--- config.mk ---
export PLATFORM = sky130hd
export DESIGN_NAME = count_sequencer
export DESIGN_NICKNAME = d
export VERILOG_FILES = /design/src/rtl/count_sequencer.sv
export SDC_FILE = /design/constraint.sdc
export NUM_CORES = 1
export LEC_CHECK = 0
export ABC_CLOCK_PERIOD_IN_PS = 3100
export BUFFER_PORTS_ARGS = -buffer_cell sky130_fd_sc_hd__buf_2
export CAP_MARGIN = 20
export CORE_AREA = 2 2 39 41
export CTS_CLUSTER_SIZE = 16
export DETAILED_ROUTE_END_ITERATION = 6
export DIE_AREA = 0 0 41 43
export HOLD_SLACK_MARGIN = 0.15
export PLACE_DENSITY = 0.83
export SLEW_MARGIN = 20
export SYNTH_ARGS = -nofsm -noshare
export SYNTH_HDL_FRONTEND = slang
export SYNTH_SLANG_ARGS = --single-unit
--- constraint.sdc ---
create_clock -name clk -period 3.1 [get_ports clk]
set_input_delay 0 -clock clk [delete_from_list [all_inputs] [get_ports clk]]
set_output_delay 0 -clock clk [all_outputs]
set_load 0.01 [all_outputs]
--- src/rtl/count_sequencer.sv ---
// Start/run/done count sequencer with pause, abort and async active-low reset.
// Define COUNT_SEQUENCER_AUTO_RELOAD_EN for free-running reload at terminal count.
module count_sequencer #(
  parameter int WIDTH = 4
) (
  input  logic             clk,
  input  logic             reset,
  input  logic             start_req,
  input  logic [WIDTH-1:0] term_cnt,
  input  logic             pause,
  input  logic             abort,
  output logic             start_ack,
  output logic [WIDTH-1:0] count,
  output logic             busy,
  output logic             done
);

  typedef enum logic [1:0] {
    IDLE = 2'd0,
    RUN  = 2'd1,
    DONE = 2'd2
  } state_e;

  state_e           state_q;
  logic [WIDTH-1:0] tc_q;
  logic [WIDTH-1:0] cnt_q;
  logic             ack_q;
  logic             busy_q;
  logic             done_q;

  always_ff @(posedge clk or negedge reset) begin
    if (!reset) begin
      state_q <= IDLE;
      tc_q    <= '0;
      cnt_q   <= '0;
      ack_q   <= 1'b0;
      busy_q  <= 1'b0;
      done_q  <= 1'b0;
    end else begin
      ack_q  <= 1'b0;
      done_q <= 1'b0;
      unique case (state_q)
        IDLE: begin
          if (start_req && !abort) begin
            tc_q    <= term_cnt;
            cnt_q   <= '0;
            busy_q  <= 1'b1;
            ack_q   <= 1'b1;
            state_q <= RUN;
          end
        end
        RUN: begin
          // abort outranks pause and the terminal check
          if (abort) begin
            cnt_q   <= '0;
            busy_q  <= 1'b0;
            state_q <= IDLE;
          end else if (!pause) begin
            if (cnt_q != tc_q) begin
              cnt_q <= cnt_q + 1'b1;
            end else begin
              done_q <= 1'b1;
`ifdef COUNT_SEQUENCER_AUTO_RELOAD_EN
              cnt_q  <= '0;
`else
              busy_q  <= 1'b0;
              state_q <= DONE;
`endif
            end
          end
        end
        DONE: begin
          if (abort) cnt_q <= '0;
          state_q <= IDLE;
        end
        default: begin
          busy_q  <= 1'b0;
          state_q <= IDLE;
        end
      endcase
    end
  end

  assign start_ack = ack_q;
  assign count     = cnt_q;
  assign busy      = busy_q;
  assign done      = done_q;

endmodule
Yosys cells after proc, flatten, opt, wreduce, memory -nomap -nowiden:

Index checks and enable logic that the tools add are counted.

* output and inout port bits: 7
* bits in registers: 13
* input bits: 9

* bitwise operators: 1
* reductions and logical operators: 8
* equal/unequal tests: 8
* $add $sub $neg: 1
* muxes and demuxes: 22

Operators by type and width (count)
* $mux 4: 5
* $pmux 4 s3: 1
* $mux 1: 10
* $ne 3x3->1 const B: 3
* $mux 2: 4
* $reduce_and 5->1: 1
* $add 4x1->4 const B: 1
* $ne 2x2->1 const B: 2
* $ne 4x4->1: 1
* $pmux 2 s2: 1
* $reduce_and 4->1: 1
* $pmux 1 s3: 1
* $reduce_and 3->1: 1
* $reduce_bool 3->1: 1
* $eq 2x1->1 const B: 1
* $eq 2x2->1 const B: 1
* $logic_not 2->1: 1
* $reduce_and 2->1: 1
* $logic_and 1x1->1: 1
* $logic_not 1->1: 1
* $not 1->1: 1

Depth between registers and ports, before layout:

Gate-level depths: netlist (run 1).

* depth in word-level cells: 5
* depth in mapped cells: 4

Least setup slack after synthesis (run 1):

OpenSTA, ideal clock, no wires.

* path type: register to register
* from: register state_q[0]
* to: register cnt_q[0] (netlist: count[0])
* arrival time: 1.348 ns
* setup slack: 1.627 ns
* required time: 2.975 ns
* stages on the path, launching flop included: 5
* period minus slack after synthesis: 1.473 ns
* cell sequence: dfrtp_1 -> nor4b_4 -> a211oi_2 -> o21bai_1 -> mux2_4

* cells in the longest elaborated chain, start to end: 3
* elaborated cells on any way between the ends: 10

Ends and longest elaborated chain
* from (decl): line 24 `state_e state_q;`
* from (signal assigned): line 33 `state_q <= IDLE;`
* from (signal assigned): line 49 `state_q <= RUN;`
* from (signal assigned): line 57 `state_q <= IDLE;`
* $eq 2x1->1, or another cell as far along: line 42 `unique case (state_q)`
* $ne 3x3->1 (no line), or another cell as far along
* $reduce_and 5->1 (no line)
* to (signal assigned): line 60 `cnt_q <= cnt_q + 1'b1;`
* to (decl): line 26 `logic [WIDTH-1:0] cnt_q;`

Parallel ways exist; a longest one is shown, timed or not.
A chain may end at the register's enable or synchronous reset.

Final worst setup path (run 1):

* from: register cnt_q[0] (netlist: count[0])
* to: register busy_q (netlist: busy)

* cells in the longest elaborated chain, start to end: 3

Ends and longest elaborated chain
* $ne 4x4->1: line 59 `if (cnt_q != tc_q) begin`
* $ne 3x3->1 (no line)
* $reduce_and 4->1 (no line)
* to (signal assigned): line 56 `busy_q <= 1'b0;`
* to (signal assigned): line 66 `busy_q <= 1'b0;`
* to (signal assigned): line 77 `busy_q <= 1'b0;`
* to (decl): line 28 `logic busy_q;`

Every way passes these cells.

==> key figures, run 1 <==
Run status
  • Status: finished, final reports clean

STA
  • Max Slew Vio Count: 0
  • RSZ-0062 raised after global routing: false
  • Max Freq: 0.5035 GHz
  • Final hold viol count: 0
  • Tightest Pin Transition: 0.5724 ns
  • Final WS setup: 1.114 ns
  • Final period utilization: 0.6406
  • Final hold slack: 0.4849 ns
  • Clk_skew: 0.0008587 ns
  • Slew margin rel.: 0.6171
  • Fin crit period: 1.986 ns
  • Final setup viols: 0
  • Setup TNS: 0 ns

Clock network
  • CTS Buf Count: 3
  • Clk slew on worst S/H paths: 0.08 ns
  • H-tree depth: 1
  • Root Driver: clkbuf_4
  • Clock Path Buffers: 2
  • CTS tree: done
  • Worst-Skew Late Latency: 0.27 ns
  • Post-CTS Setup Bufs: 0
  • Clock sink total: 13

Detailed routing
  • DRC Markers: 0
  • Total Wirelength: 1346 um
  • Via density: 5.347
  • Post-DRT Antenna Nets: 0
  • Via count of the routed design: 524
  • Initial drt markers: 3
  • WL per Instance: 13.73 um
  • TritonRoute pass-1 iters: 2

Placed design
  • Buffers on Ports: 15
  • DPL Wire Length: 933.6 um
  • Gp weighted congestion: 0.7394
  • Worst slack, placed: 1.499 ns
  • Placed cells: 83
  • Placed cell areas: 730.7 sq um

Power
  • P_int: 0.0003064 W
  • Seq pwr share: 0.499
  • Switching pwr: 0.0001254 W
  • Net Sw Frac: 0.2905
  • Pwr Density: 498.0 mW/mm^2
  • Combinational power share: 0.258
  • Clock share of power: 0.243
  • Worst vdd ir: 0.0002600 V
  • Leakage power: 0.3955 nW

Critical path
  • Worst Setup End Kind: flip-flop
  • Worst path buffer plus inverter count: 1
  • CP Data Arrival Time: 2.15 ns
  • Max FO, Critical Path: 9
  • Worst Path Required: 3.26 ns
  • Largest delay share family, worst path: buffers and inverters
  • Crit path kind: flip-flop to flip-flop
  • CP peak stage delay: 0.57 ns
  • CP cell instances: xnor2_1 -> nand4_2 -> nor2_1 -> o22ai_1 -> dlygate4sd3_1
  • Startpoint types: flip-flop
  • CP max stage cell: dlygate4sd3_1

Layout
  • Ant. Diodes: 0
  • Layout cells sized above 1: 0.3171
  • Area grow syn2layout: 36.42%
  • Finished Layout Cells: 98
  • Cell area after layout: 867.1 sq um
  • Number of nets in the layout: 93

Yosys
  • Post-Syn Instances: 52
  • Synth warn: 0
  • Post-synth EDFFs: 0
  • Synth Net Count: 62
  • Area contributors post-synth: dfrtp_1 51%, mux2_2 7.1%, xnor2_1 5.5%
  • Post-synth top area share: 0.5118
  • Synth Flop Type: dfrtp_1
  • Ys async rst share: 1.000
  • Avg Cell Area, Syn: 12.22 sq um
  • Library cells used by synthesis: 22
  • Mapped Area: 635.6 sq um
  • Flops & latches, synth: 13
  • Seq/Total Area, Yosys: 0.5118
  • Synth area leader: dfrtp_1

GRT
  • GRT Total Usage: 0.1916
  • Initial antenna violation count: 0
  • Total congestion overflow: 0
  • Vias in the first global route: 533
  • Pin count of the biggest net entering global routing: 14
  • Global-route wire length before repair: 2208 um

Floorplan
  • Die H: 43 um
  • Number of top-level pins: 16
  • Site Rows: 14
  • Full die area: 0.001763 sq mm
  • Initial Util: 0.4593
  • Die Wd: 41 um
  • Core Area: 0.001384 sq mm

Hold path
  • HP Class: input pin to flip-flop

Run
  • Max_cap viols: 0
==> repair_timing <==
item	CTS	global route
hold buffers	11	0
endpoints found under the hold margin	22	0
gates resized for setup	0	0
==> per-layer routing <==
metal  GRT usage  up-vias  part of all wire
li1            -      255                 -
met1      0.2432      251              0.45
met2      0.2781       14              0.48
met3     0.04712        4             0.040
met4      0.1200        0             0.025
met5           0        -                 0
==> registers in the layout, indices dropped and copies added, names as in the netlist <==
signal     count
busy           1
count          4
done           1
start_ack      1
state_q        2
tc_q           4
==> logic make-up after synthesis <==
group | Yosys count | synth area share
simple gates | 18 | 0.1752
flops | 13 | 0.5118
compound gates | 10 | 0.1299
xor+xnor | 5 | 0.06889
mux | 5 | 0.09448
fa+ha+maj | 1 | 0.01968
==> synth_stat cells, drive strengths merged, types with 2 or more instances <==
| cell type | count |
|---|---|
| o311ai | 2 |
| o21bai | 2 |
| nor3b | 2 |
| nor2 | 4 |
| xnor2 | 4 |
| nand2 | 7 |
| nand4 | 2 |
| dfrtp | 13 |
| mux2 | 5 |
==> area by class of cell <==
cell class	instances	area, sq um
clock buffer	4	26.28
timing repair buffer	26	185.2
tap	16	20.02
multi-input combinational	39	310.3
sequential	13	325.3
fill	115	516.7
==> final timing paths <==
check / endpoint / from / cells after the start / slack [ns]
setup reg to reg: busy / count[0] / 5 / 1.11
min in group asynchronous: start_ack / reset / 3 / 0.78
hold reg to reg: tc_q[0] / tc_q[0] / 1 / 0.53
hold / removal: tc_q[2] / term_cnt[2] / 3 / 0.48
max in group asynchronous: count[2] / reset / 3 / 1.95
setup / recovery: busy / count[0] / 5 / 1.11
==> tightest hold or removal path, cell delays in order <==
cell and delay [ns]:
dlygate4sd3_1 0.51, buf_2 0.09, mux2_2 0.13
==> metrics by stage <==
step	total power [W]	utilization
after floorplan	0.0002838	-
after global placement	0.0003109	0.5280
after detailed placement	0.0003145	0.5280
after CTS	0.0004340	0.6266
after global routing	0.0004597	0.6266
final	0.0004318	0.6266
==> placed cells by master, fill, tap and decap left out, drive strengths merged <==
cell	instances
buf	15
nor2	4
xnor2	4
nand4	2
clkbuf	4
ha	1
a41o	1
a22o	1
a21oi	1
a21o	1
nor2b	1
a211oi	1
o22ai	1
nand2	7
o311ai	2
mux2	5
dlygate4sd3	11
nor3b	2
nor4b	1
xor2	1
nand2b	1
dfrtp	13
o21bai	2
==> power by group through the flow <==
stage | clock, W | combinational (W) | sequential, W
2_1_floorplan | 0 | 0.0000646 | 0.000219
3_3_place_gp | 0 | 0.0000927 | 0.000218
3_5_place_dp | 0 | 0.0000954 | 0.000219
4_1_cts | 0.000108 | 0.000111 | 0.000216
5_1_grt | 0.000117 | 0.000123 | 0.000219
6_report | 0.000105 | 0.000112 | 0.000215
No activity file was read; power rests on OpenSTA's default activity.
==> inputs of run 2 (changes only) <==
==> config.mk (replaced) <==
export PLATFORM = sky130hd
export DESIGN_NAME = count_sequencer
export DESIGN_NICKNAME = d
export VERILOG_FILES = /design/src/rtl/count_sequencer.sv
export SDC_FILE = /design/constraint.sdc
export NUM_CORES = 1
export LEC_CHECK = 0
export ABC_CLOCK_PERIOD_IN_PS = 1750
export BUFFER_PORTS_ARGS = -buffer_cell sky130_fd_sc_hd__buf_2
export CAP_MARGIN = 20
export CORE_UTILIZATION = 44
export CTS_CLUSTER_SIZE = 16
export DETAILED_ROUTE_END_ITERATION = 6
export HOLD_SLACK_MARGIN = 0.15
export PLACE_DENSITY = 0.81
export SLEW_MARGIN = 20
export SYNTH_ARGS = -nofsm -noshare
export SYNTH_HDL_FRONTEND = slang
export SYNTH_SLANG_ARGS = --single-unit
==> constraint.sdc (replaced) <==
create_clock -name clk -period 1.75 [get_ports clk]
set_input_delay 0 -clock clk [delete_from_list [all_inputs] [get_ports clk]]
set_output_delay 0 -clock clk [all_outputs]
set_load 0.01 [all_outputs]
==> key figures, run 2 (synthesis gave the netlist of run 1 again) <==
Critical path
  • Worst Path Required: 1.92 ns
  • Worst setup path endpoint: count[0]
  • Worst R2R Setup Slack: 0.23 ns
  • Crit path kind: flip-flop to flip-flop
  • CP Data Arrival Time: 1.69 ns
  • Worst Setup End Kind: flip-flop
  • Worst Reg-to-Reg Cells: 4
  • Max FO, Critical Path: 9
  • Worst R2R End: count[0]
  • CP max stage cell: dfrtp_1
  • CP peak stage delay: 0.47 ns
  • CP Launch Point: count[0]
  • Startpoint types: flip-flop
  • CP cell instances: xnor2_1 -> nand4_2 -> nor2b_1 -> mux2_4
  • RR Startpoint: count[0]

Clock network
  • CTS Buf Count: 3
  • Clk slew on worst S/H paths: 0.08 ns
  • Clock sink total: 13
  • Root Driver: clkbuf_4
  • CTS tree: done
  • Post-CTS Setup Bufs: 0
  • H-tree depth: 1
  • Clock Path Buffers: 2
  • Worst-Skew Late Latency: 0.28 ns

Placed design
  • Placed cells: 83
  • Buffers on Ports: 15
  • Gp weighted congestion: 0.8641
  • DPL Wire Length: 830.3 um
  • Worst slack, placed: 0.2628 ns

Run status
  • Status: finished, final reports clean

Layout
  • Finished Layout Cells: 96
  • Layout cells sized above 1: 0.3333
  • Fill count: 97
  • Most frequent cells in the layout: 15 x buf_2, 13 x dfrtp_1, 9 x dlygate4sd3_1
  • Ant. Diodes: 0
  • Area grow syn2layout: 34.25%
  • Number of nets in the layout: 92
  • Commonest non-fill, non-tap cell in the layout: buf_2

STA
  • Tightest Pin Transition: 0.5851 ns
  • Max Freq: 0.6578 GHz
  • Final period utilization: 0.8687
  • Final setup viols: 0
  • Slew margin rel.: 0.6086
  • RSZ-0062 raised after global routing: false
  • Setup TNS: 0 ns
  • Final hold slack: 0.4892 ns
  • Fin crit period: 1.520 ns
  • Max Slew Vio Count: 0
  • Final hold viol count: 0
  • Clk_skew: 0.001283 ns
  • Final WS setup: 0.2298 ns

Power
  • Seq pwr share: 0.508
  • Net Sw Frac: 0.2908
  • Switching pwr: 0.0002194 W
  • Worst vdd ir: 0.0005434 V
  • Combinational power share: 0.245
  • Leakage power: 0.3916 nW
  • Clock share of power: 0.247
  • P_int: 0.0005350 W
  • Pwr Density: 884.0 mW/mm^2

Run
  • Max_cap viols: 0

Detailed routing
  • Post-DRT Antenna Nets: 0
  • WL per Instance: 13.48 um
  • Total Wirelength: 1294 um
  • Via count of the routed design: 519
  • Initial drt markers: 9
  • DRC Markers: 0
  • TritonRoute pass-1 iters: 4
  • Via density: 5.406

Floorplan
  • Die H: 40.01 um
  • Full die area: 0.001600 sq mm
  • Core Area: 0.001318 sq mm
  • Site Rows: 13
  • Initial Util: 0.4824
  • Die Wd: 40.01 um
  • Number of top-level pins: 16

Hold path
  • HP Class: input pin to flip-flop

GRT
  • Pin count of the biggest net entering global routing: 14
  • GRT Total Usage: 0.2113
  • Vias in the first global route: 492
  • Global-route wire length before repair: 2111 um
  • Initial antenna violation count: 0
  • Total congestion overflow: 0
[run 2: cell types whose count changed in the layout (fill, tap and decap cells not counted), sizes merged]
cell	delta
dlygate4sd3	-2
buf	+1
[run 2: metrics by stage]
step	total power [W]	utilization	instance area, sq um
floorplan	0.0005027	-	635.6
global placement	0.0005515	0.5594	737.0
detailed placement	0.0005589	0.5594	737.0
CTS	0.0007633	0.6477	853.3
global route	0.0008033	0.6477	853.3
finish	0.0007543	0.6477	853.3
[run 2: critical path: cells and delay by family, from the launching register on]
family / cells / cell delay, ns
XOR/XNOR: 1 / 0.21
flip-flops: 1 / 0.47
multiplexers: 1 / 0.27
AND/OR/NAND/NOR: 2 / 0.46
[run 2: area by class of cell]
cell class | count | area (sq um) | area share
flip-flops and latches | 13 | 325.3 | 0.3812
multi-input cells | 39 | 310.3 | 0.3636
repair buffers | 25 | 172.7 | 0.2023
clock buffers | 4 | 26.28 | 0.03079
well taps | 15 | 18.77 | 0.02199
[run 2: power by group through the flow]
stage / logic, W / registers, W / clock network (W)
global route: 0.000207 / 0.000391 / 0.000206
CTS: 0.000186 / 0.000384 / 0.000193
floorplan: 0.000114 / 0.000388 / 0
global placement: 0.000166 / 0.000386 / 0
finish: 0.000185 / 0.000383 / 0.000187
detailed placement: 0.000170 / 0.000389 / 0
[run 2: worst min path at each step]
stage               depth (start not counted)  slack (ns)   startpoint      end
floorplan                                   0       -0.30        reset     busy
finish                                      3        0.49  term_cnt[2]  tc_q[2]
global placement                            1        -0.1        reset     busy
global route                                3        0.50  term_cnt[2]  tc_q[2]
CTS                                         3        0.48  term_cnt[1]  tc_q[1]
detailed placement                          1       -0.09        reset     busy
[run 2: per-layer routing]
layer	vias to the layer above	wire, um	track usage
met5	-	0	0
met4	0	24	0.1034
met3	5	67	0.05556
met2	22	640	0.3548
met1	244	561	0.2465
li1	248	-	-
[run 2: timing repair]
item,CTS,global route
endpoints found under the hold margin,22,0
hold buffers,9,0
gates resized for setup,0,0
